===== config.mk =====
export PLATFORM = sky130hd
export DESIGN_NAME = divider_iterative
export DESIGN_NICKNAME = d
export VERILOG_FILES = /design/src/rtl/divider_iterative.sv
export SDC_FILE = /design/constraint.sdc
export NUM_CORES = 1
export LEC_CHECK = 0
export CORE_MARGIN = 1
export CORE_UTILIZATION = 65
export CTS_CLUSTER_SIZE = 25
export DETAILED_ROUTE_END_ITERATION = 8
export DONT_BUFFER_PORTS = 1
export GPL_TIMING_DRIVEN = 1
export PLACE_DENSITY = 0.81
export SLEW_MARGIN = 5
export SYNTH_ARGS = -nofsm -noshare
export SYNTH_HDL_FRONTEND = slang
export SYNTH_SLANG_ARGS = --single-unit

===== constraint.sdc =====
create_clock -name clk -period 8.78 [get_ports clk]
set_input_delay 1.756 -clock clk [delete_from_list [all_inputs] [get_ports clk]]
set_output_delay 1.756 -clock clk [all_outputs]
set_load 0.005 [all_outputs]

===== src/rtl/divider_iterative.sv =====
// Unsigned restoring shift-subtract divider, one quotient bit per clock.
// Handshake: single-cycle valid_in start pulse, single-cycle valid_out result pulse.
module divider_iterative #(
   parameter int unsigned WIDTH = 32
) (
   input  logic             clk,
   input  logic             rst_n,
   input  logic             valid_in,
   input  logic [WIDTH-1:0] a,
   input  logic [WIDTH-1:0] b,
   output logic             valid_out,
   output logic             busy,
   output logic [WIDTH-1:0] q,
   output logic [WIDTH-1:0] r,
   output logic             dbz
);

   localparam int unsigned CW = (WIDTH > 1) ? $clog2(WIDTH) : 1;

   typedef enum logic [1:0] {IDLE, RUN, DONE} state_t;

   state_t           state, state_n;
   logic [WIDTH-1:0] dvd, dvd_n;
   logic [WIDTH-1:0] dvs, dvs_n;
   logic [WIDTH-1:0] rem, rem_n;
   logic [CW-1:0]    cnt, cnt_n;
   logic [WIDTH-1:0] q_n, r_n;
   logic             dbz_n, busy_n, valid_out_n;
   logic [WIDTH:0]   rem_sh, rem_diff;
   logic             geq;

   // State and datapath registers
   always_ff @(posedge clk or negedge rst_n) begin
      if (!rst_n) begin
         state     <= IDLE;
         dvd       <= '0;
         dvs       <= '0;
         rem       <= '0;
         cnt       <= '0;
         q         <= '0;
         r         <= '0;
         dbz       <= 1'b0;
         busy      <= 1'b0;
         valid_out <= 1'b0;
      end else begin
         state     <= state_n;
         dvd       <= dvd_n;
         dvs       <= dvs_n;
         rem       <= rem_n;
         cnt       <= cnt_n;
         q         <= q_n;
         r         <= r_n;
         dbz       <= dbz_n;
         busy      <= busy_n;
         valid_out <= valid_out_n;
      end
   end

   // Next-state, iteration step and result load
   always_comb begin
      state_n = state;
      dvd_n   = dvd;
      dvs_n   = dvs;
      rem_n   = rem;
      cnt_n   = cnt;
      q_n     = q;
      r_n     = r;
      dbz_n   = dbz;

      // Widened by one bit so the shifted remainder never loses its top bit
      rem_sh   = {rem, dvd[WIDTH-1]};
      rem_diff = rem_sh - {1'b0, dvs};
      geq      = ~rem_diff[WIDTH];

      case (state)
         RUN: begin
            dvd_n = {dvd[WIDTH-2:0], geq};
            rem_n = geq ? rem_diff[WIDTH-1:0] : rem_sh[WIDTH-1:0];
            cnt_n = cnt + CW'(1);
            if (cnt == CW'(WIDTH - 1)) begin
               state_n = DONE;
               q_n     = dvd_n;
               r_n     = rem_n;
               dbz_n   = 1'b0;
            end
         end
         IDLE, DONE: begin
            state_n = IDLE;
            if (valid_in) begin
               dvd_n = a;
               dvs_n = b;
               rem_n = '0;
               cnt_n = '0;
               if (b == '0) begin
                  state_n = DONE;
                  q_n     = '1;
                  r_n     = a;
                  dbz_n   = 1'b1;
               end else begin
                  state_n = RUN;
               end
            end
         end
         default: state_n = IDLE;
      endcase

      busy_n      = (state_n == RUN);
      valid_out_n = (state_n == DONE);
   end

endmodule


==> reports/metrics.cfg, run 1 <==
[cts]
cts_resized=0
clk_pin_slew_ns=0.08
clk_latency_ns=0.44
cts_buffers=17
post_cts.repair.setup_buffers=0
ctsHtreeMaxLevel=4
cts_sinks=170
cts-hold-fix-buffers=0
clockBufferDepth=2
cts_tree=done
cts-root-buf=clkbuf_16

[synth]
avgSynthCellArea_sq_um=9.23
synth_nets=1122
synth-edff-count=0
synthesis.area_sq_um=9420
ys_warn_count=0
synth_seq_cells=170
synth_xor_area_share_pct=1.86
synthCells=1020
synth_cell_types=62
synth_top_flop_cell=dfrtp_1
async_flop_share_pct=100
synthSimpleGateAreaFrac_pct=13.8
synth_compound_area_share_pct=25.7
synth_top_family_by_area=compound AO/OA/AOI/OAI gates
synthAdderAreaFrac_pct=4.73
synthMuxAreaShare_pct=4.28
ys_seq_area_share_pct=45.2

[worst_setup_path]
crit_required_ns=9.06
crit_path_frequent_cell=inv_1
crit_fanout=22
criticalPathCategory=flop to flop
path_cells=inv_1 -> ha_1 -> inv_1 -> fa_1 -> a211oi_1 -> o21ai_1 -> o211a_1 -> o21a_1 -> o211ai_2 -> nand3_1 -> mux2i_1 -> o22ai_1
cpPeakStageDelay_ns=0.90
startpoint_type=flop
worst_setup_path_end_kind=flop
crit_slowest_cell=nand3_1
cp_top_family=compound AO/OA/AOI/OAI gates
cp_data_arrival_time_ns=4.72
cp_num_buf_inv=2

[route]
drt_iter0_drc=670
dr.pass1.iters=5
wl_mm=25.1
wire_per_inst_um=21.5
vias_per_cell=6.78
drc=0
vias=7933
detail-route-antenna-nets=0

[timing]
tightest_slew_ns=1.20
clock_skew_ns=0.0138
rsz0062_at_grt=false
hold_viol=0
setup_viol=0
fin_crit_ns=4.44
period_share_pct=50.6
fmax_ghz=0.225
drv_slew=0
slew_headroom_pct=20.0
setup_tns_ns=0

[floorplan]
row_count=43
dieWidth_um=122
ios=134
die_h_um=122
core_area_sq_um=14000
die_area_sq_um=15000
initial_core_util_pct=67.3

[place]
dp_hpwl_mm=17.0
gp_congestion=0.896
io_buffers=0

[layout]
layout_common_cells=169 x dfrtp_1, 133 x o21ai_0, 121 x nand2_1
multiInputGateArea_sq_um=4760
register_area_sq_um=4260
area_growth_pct=6.56
final_common_cell=dfrtp_1
antennaDiodeCount=0
num-nets-final=1079
drive_above_1_share_pct=6.16
n_fill_cell=1052

[global_routing]
grt_pass1_wl_mm=39.6
grt-ovfl-total=0
grt_use_total_pct=34.5
antenna_found_initial=0
grt_pass1_vias=7603
grt_start_max_net_pins=171

[job]
maxCapViolCount=0

[run_status]
status=finished, final reports clean

[worst_hold_path]
hold_class=flop to flop

==> cell usage after synthesis (9+ instances only) <==
library cell | n | area, sq um
nor3_1 | 13 | 65.1
a21oi_1 | 67 | 335
nand2_1 | 122 | 458
a221o_1 | 11 | 110
nor2b_1 | 10 | 62.6
dfrtp_1 | 170 | 4250
and3_1 | 30 | 188
a221oi_1 | 17 | 149
clkbuf_1 | 56 | 210
nand4_1 | 11 | 68.8
a32oi_1 | 9 | 78.8
or3_1 | 14 | 87.6
a21o_1 | 14 | 105
inv_1 | 43 | 161
ha_1 | 34 | 425
nor2_1 | 38 | 143
nor4_1 | 9 | 56.3
mux2i_1 | 38 | 380
o21ai_0 | 133 | 666
o22a_1 | 31 | 272
a31oi_1 | 13 | 81.3
xor2_1 | 12 | 105
a211oi_1 | 16 | 120
==> stage by stage <==
step | hold slack [ns] | utilization, % | std cells | cell area (sq um) | worst slack (ns)
global route | 0.531 | 71.8 | 1170 | 10000 | 4.15
detailed placement | 0.476 | 67.6 | 1138 | 9450 | 4.38
CTS | 0.487 | 71.8 | 1170 | 10000 | 4.43
finish | 0.486 | 71.8 | 1170 | 10000 | 4.34
floorplan | 0.449 | - | 1020 | 9420 | 5.50
global placement | 0.467 | 67.6 | 1138 | 9450 | 4.42
==> registers in the layout, indices dropped and copies added (netlist names) <==
register and count:
busy 1, cnt 5, dbz 1, dvd 32, dvs 32, q 32
r 32, rem 32, state 2, valid_out 1
==> cells by family after synthesis <==
kind of cell	count (synthesis)
AO/OA/AOI/OAI	370
AND/OR/NAND/NOR	274
flip-flops	170
buffers and inverters	111
multiplexers	40
adder cells (fa/ha/maj)	35
XOR/XNOR	20
==> final cells by class <==
type | count | share of cell area [%]
clock inverters | 14 | 1.47
clock buffers | 18 | 4.38
inverters | 43 | 1.61
multi-input cells | 739 | 47.5
repair buffers | 6 | 0.449
well taps | 180 | 2.24
flip-flops and latches | 170 | 42.4
==> layer usage <==
| metal | wire length, um | vias to the layer above | GRT usage, % |
|---|---|---|---|
| met5 | 0 | - | 0 |
| met4 | 1020 | 0 | 16.4 |
| met3 | 1760 | 68 | 6.78 |
| met2 | 12100 | 352 | 56.1 |
| met1 | 10200 | 3852 | 44.4 |
| li1 | - | 3661 | - |
==> path summary, 6_finish.rpt <==
check	start	end	slack, ns	cells after the start
max in group asynchronous	rst_n	state[0]	7.46	0
hold / removal	cnt[3]	cnt[3]	0.49	1
min in group asynchronous	rst_n	dvs[7]	1.01	0
hold reg to reg	cnt[3]	cnt[3]	0.49	1
setup reg to reg	dvd[31]	r[18]	4.34	12
setup / recovery	dvd[31]	r[18]	4.34	12
Power of run 1 is not shown: default switching activity piles up to over one toggle a cycle in this logic, so the estimate is an artifact.
==> inputs of run 2 (changes only) <==
Settings changed: CORE_UTILIZATION 65 to 58, PLACE_DENSITY 0.81 to 0.76.
Clock period 8.78 ns to 3.82 ns, I/O delays scaled along.
==> run 2 against run 1 <==
Effect of this change: routed wire length increased by 2.0%; sequential share of layout area decreased by 0.63 points; cell count increased by 4.1%; non-clock buffer count increased by 12; register-to-register slack got worse by 4.0 ns; clock-buffer cell count unchanged; sequential cell count unchanged; critical path depth unchanged; setup slack got worse by 4.0 ns; die area increased by 12%.
==> reports/metrics.cfg, run 2 (synthesis gave the netlist of run 1 again) <==
[run_status]
status=finished, final reports clean

[worst_setup_path]
cpPeakStageDelay_ns=0.45  ; -0.45 ns
cp_num_buf_inv=2  ; unchanged
r2r_start=dvd[31]
crit_slowest_cell=a221o_1
startpoint_type=flop
criticalPathCategory=flop to flop
cp_top_family=compound AO/OA/AOI/OAI gates
regToRegEndpoint=r[8]
crit_required_ns=4.14  ; -4.92 ns
worst_setup_path_end_kind=flop
cp_data_arrival_time_ns=3.82  ; -0.90 ns
reg2reg_depth=12  ; unchanged
path_cells=inv_1 -> ha_1 -> inv_1 -> fa_1 -> a211oi_1 -> o21ai_1 -> o211a_1 -> o21a_1 -> o211ai_2 -> nand2_1 -> a221o_1 -> a221o_1
crit_fanout=11  ; -50%
r2r_slack_ns=0.32  ; -4.02 ns

[cts]
clk_pin_slew_ns=0.07  ; about the same
clk_latency_ns=0.43  ; about the same
cts_sinks=170  ; unchanged
clockBufferDepth=2  ; unchanged
post_cts.repair.setup_buffers=0  ; unchanged
cts_tree=done
ctsHtreeMaxLevel=4  ; unchanged
cts_buffers=17  ; unchanged
cts-root-buf=clkbuf_16
cts-hold-fix-buffers=0  ; unchanged

[floorplan]
initial_core_util_pct=59.3  ; -8.0 points
ios=134  ; unchanged
core_area_sq_um=15900  ; +14%
row_count=46  ; +7.0%
die_area_sq_um=16800  ; +12%
die_h_um=129  ; +5.8%
dieWidth_um=129  ; +5.8%

[timing]
holdWs_ns=0.0176  ; -0.469 ns
fmax_ghz=0.286  ; +27%
hold_viol=0  ; unchanged
fin_crit_ns=3.50  ; -0.940 ns
setup_viol=0  ; unchanged
setup_tns_ns=0  ; unchanged
rsz0062_at_grt=false
clock_skew_ns=0.0100  ; -0.00373 ns
period_share_pct=91.6  ; +41 points
slew_headroom_pct=33.1  ; +13 points
tightest_slew_ns=1.00  ; -0.193 ns
drv_slew=0  ; unchanged

[place]
dp_hpwl_mm=18.1  ; +6.3%
gp_congestion=0.947  ; +5.6%
io_buffers=0  ; unchanged

[route]
dr.pass1.iters=5  ; unchanged
wire_per_inst_um=21.0  ; -2.0%
vias_per_cell=6.49  ; -4.3%
drt_iter0_drc=665  ; -0.75%
detail-route-antenna-nets=0  ; unchanged
vias=7901  ; -0.40%
drc=0  ; unchanged
wl_mm=25.6  ; +2.0%

[layout]
layout_common_cells=169 x dfrtp_1, 133 x o21ai_0, 121 x nand2_1
n_fill_cell=1278  ; +21%
area_growth_pct=8.16
antennaDiodeCount=0  ; unchanged
final_common_cell=dfrtp_1
num-nets-final=1091  ; +1.1%
drive_above_1_share_pct=7.49  ; +1.3 points

[global_routing]
grt_pass1_vias=7686  ; +1.1%
grt_start_max_net_pins=171  ; unchanged
antenna_found_initial=0  ; unchanged
grt-ovfl-total=0  ; unchanged
grt_use_total_pct=31.8  ; -2.7 points
grt_pass1_wl_mm=40.5  ; +2.4%

[worst_hold_path]
hold_class=primary input to asynchronous set/reset pin

[job]
maxCapViolCount=0  ; unchanged

## run 2: cell count changes in the layout (fill, tap and decap cells not counted), sizes merged
| cell | change |
|---|---|
| bufinv | +1 |
| inv | -1 |
| clkinv | -1 |
| buf | +12 |
| clkinvlp | +1 |
## run 2: worst max path at each step
stage               startpoint      end  slack, ns  cells after the start
floorplan              dvd[31]     r[8]       0.79                     13
global placement       dvd[31]  rem[20]       0.52                     13
detailed placement     dvd[31]  rem[19]       0.38                     13
CTS                    dvd[31]  rem[19]       0.30                     13
global route           dvd[31]  rem[19]       0.05                     13
finish                 dvd[31]     r[8]       0.32                     12
## run 2: cell type report
| class | instances | area (sq um) | area share (%) |
|---|---|---|---|
| Tap cell | 216 | 270 | 2.65 |
| Multi-Input combinational cell | 739 | 4770 | 46.8 |
| Clock inverter | 14 | 156 | 1.54 |
| Clock buffer | 18 | 439 | 4.31 |
| Timing Repair Buffer | 18 | 135 | 1.33 |
| Sequential cell | 170 | 4260 | 41.8 |
| Inverter | 43 | 161 | 1.58 |
## run 2: timing repair
item	CTS	global route
endpoints found under the setup margin	0	4
hold endpoints to repair	0	0
gates resized for setup	0	2
## run 2: routing by layer
| metal | global-route usage, % | vias to the layer above | wire, um | part of all wire (%) |
|---|---|---|---|---|
| li1 | - | 3688 | - | - |
| met1 | 40.9 | 3854 | 10700 | 42 |
| met2 | 51.5 | 284 | 12300 | 48 |
| met3 | 6.36 | 75 | 1500 | 5.9 |
| met4 | 15.9 | 0 | 1160 | 4.5 |
| met5 | 0 | - | 0 | 0 |
## run 2: stage by stage
step | util (%) | worst slack, ns | cells | area, sq um
floorplan | - | 0.794 | 1020 | 9420
global placement | 60.3 | 0.517 | 1186 | 9590
detailed placement | 60.3 | 0.383 | 1186 | 9590
CTS | 64.1 | 0.300 | 1218 | 10200
global route | 64.1 | 0.0506 | 1218 | 10200
finish | 64.1 | 0.320 | 1218 | 10200
## run 2: worst register-to-register path, cell delays in order, from the launching register on
cell and delay, ns:
dfrtp_1 0.39, inv_1 0.08, ha_1 0.18, inv_1 0.06
fa_1 0.43, a211oi_1 0.22, o21ai_1 0.24, o211a_1 0.30
o21a_1 0.22, o211ai_2 0.21, nand2_1 0.30, a221o_1 0.46
a221o_1 0.30
Power of run 2 is left out for the same reason.
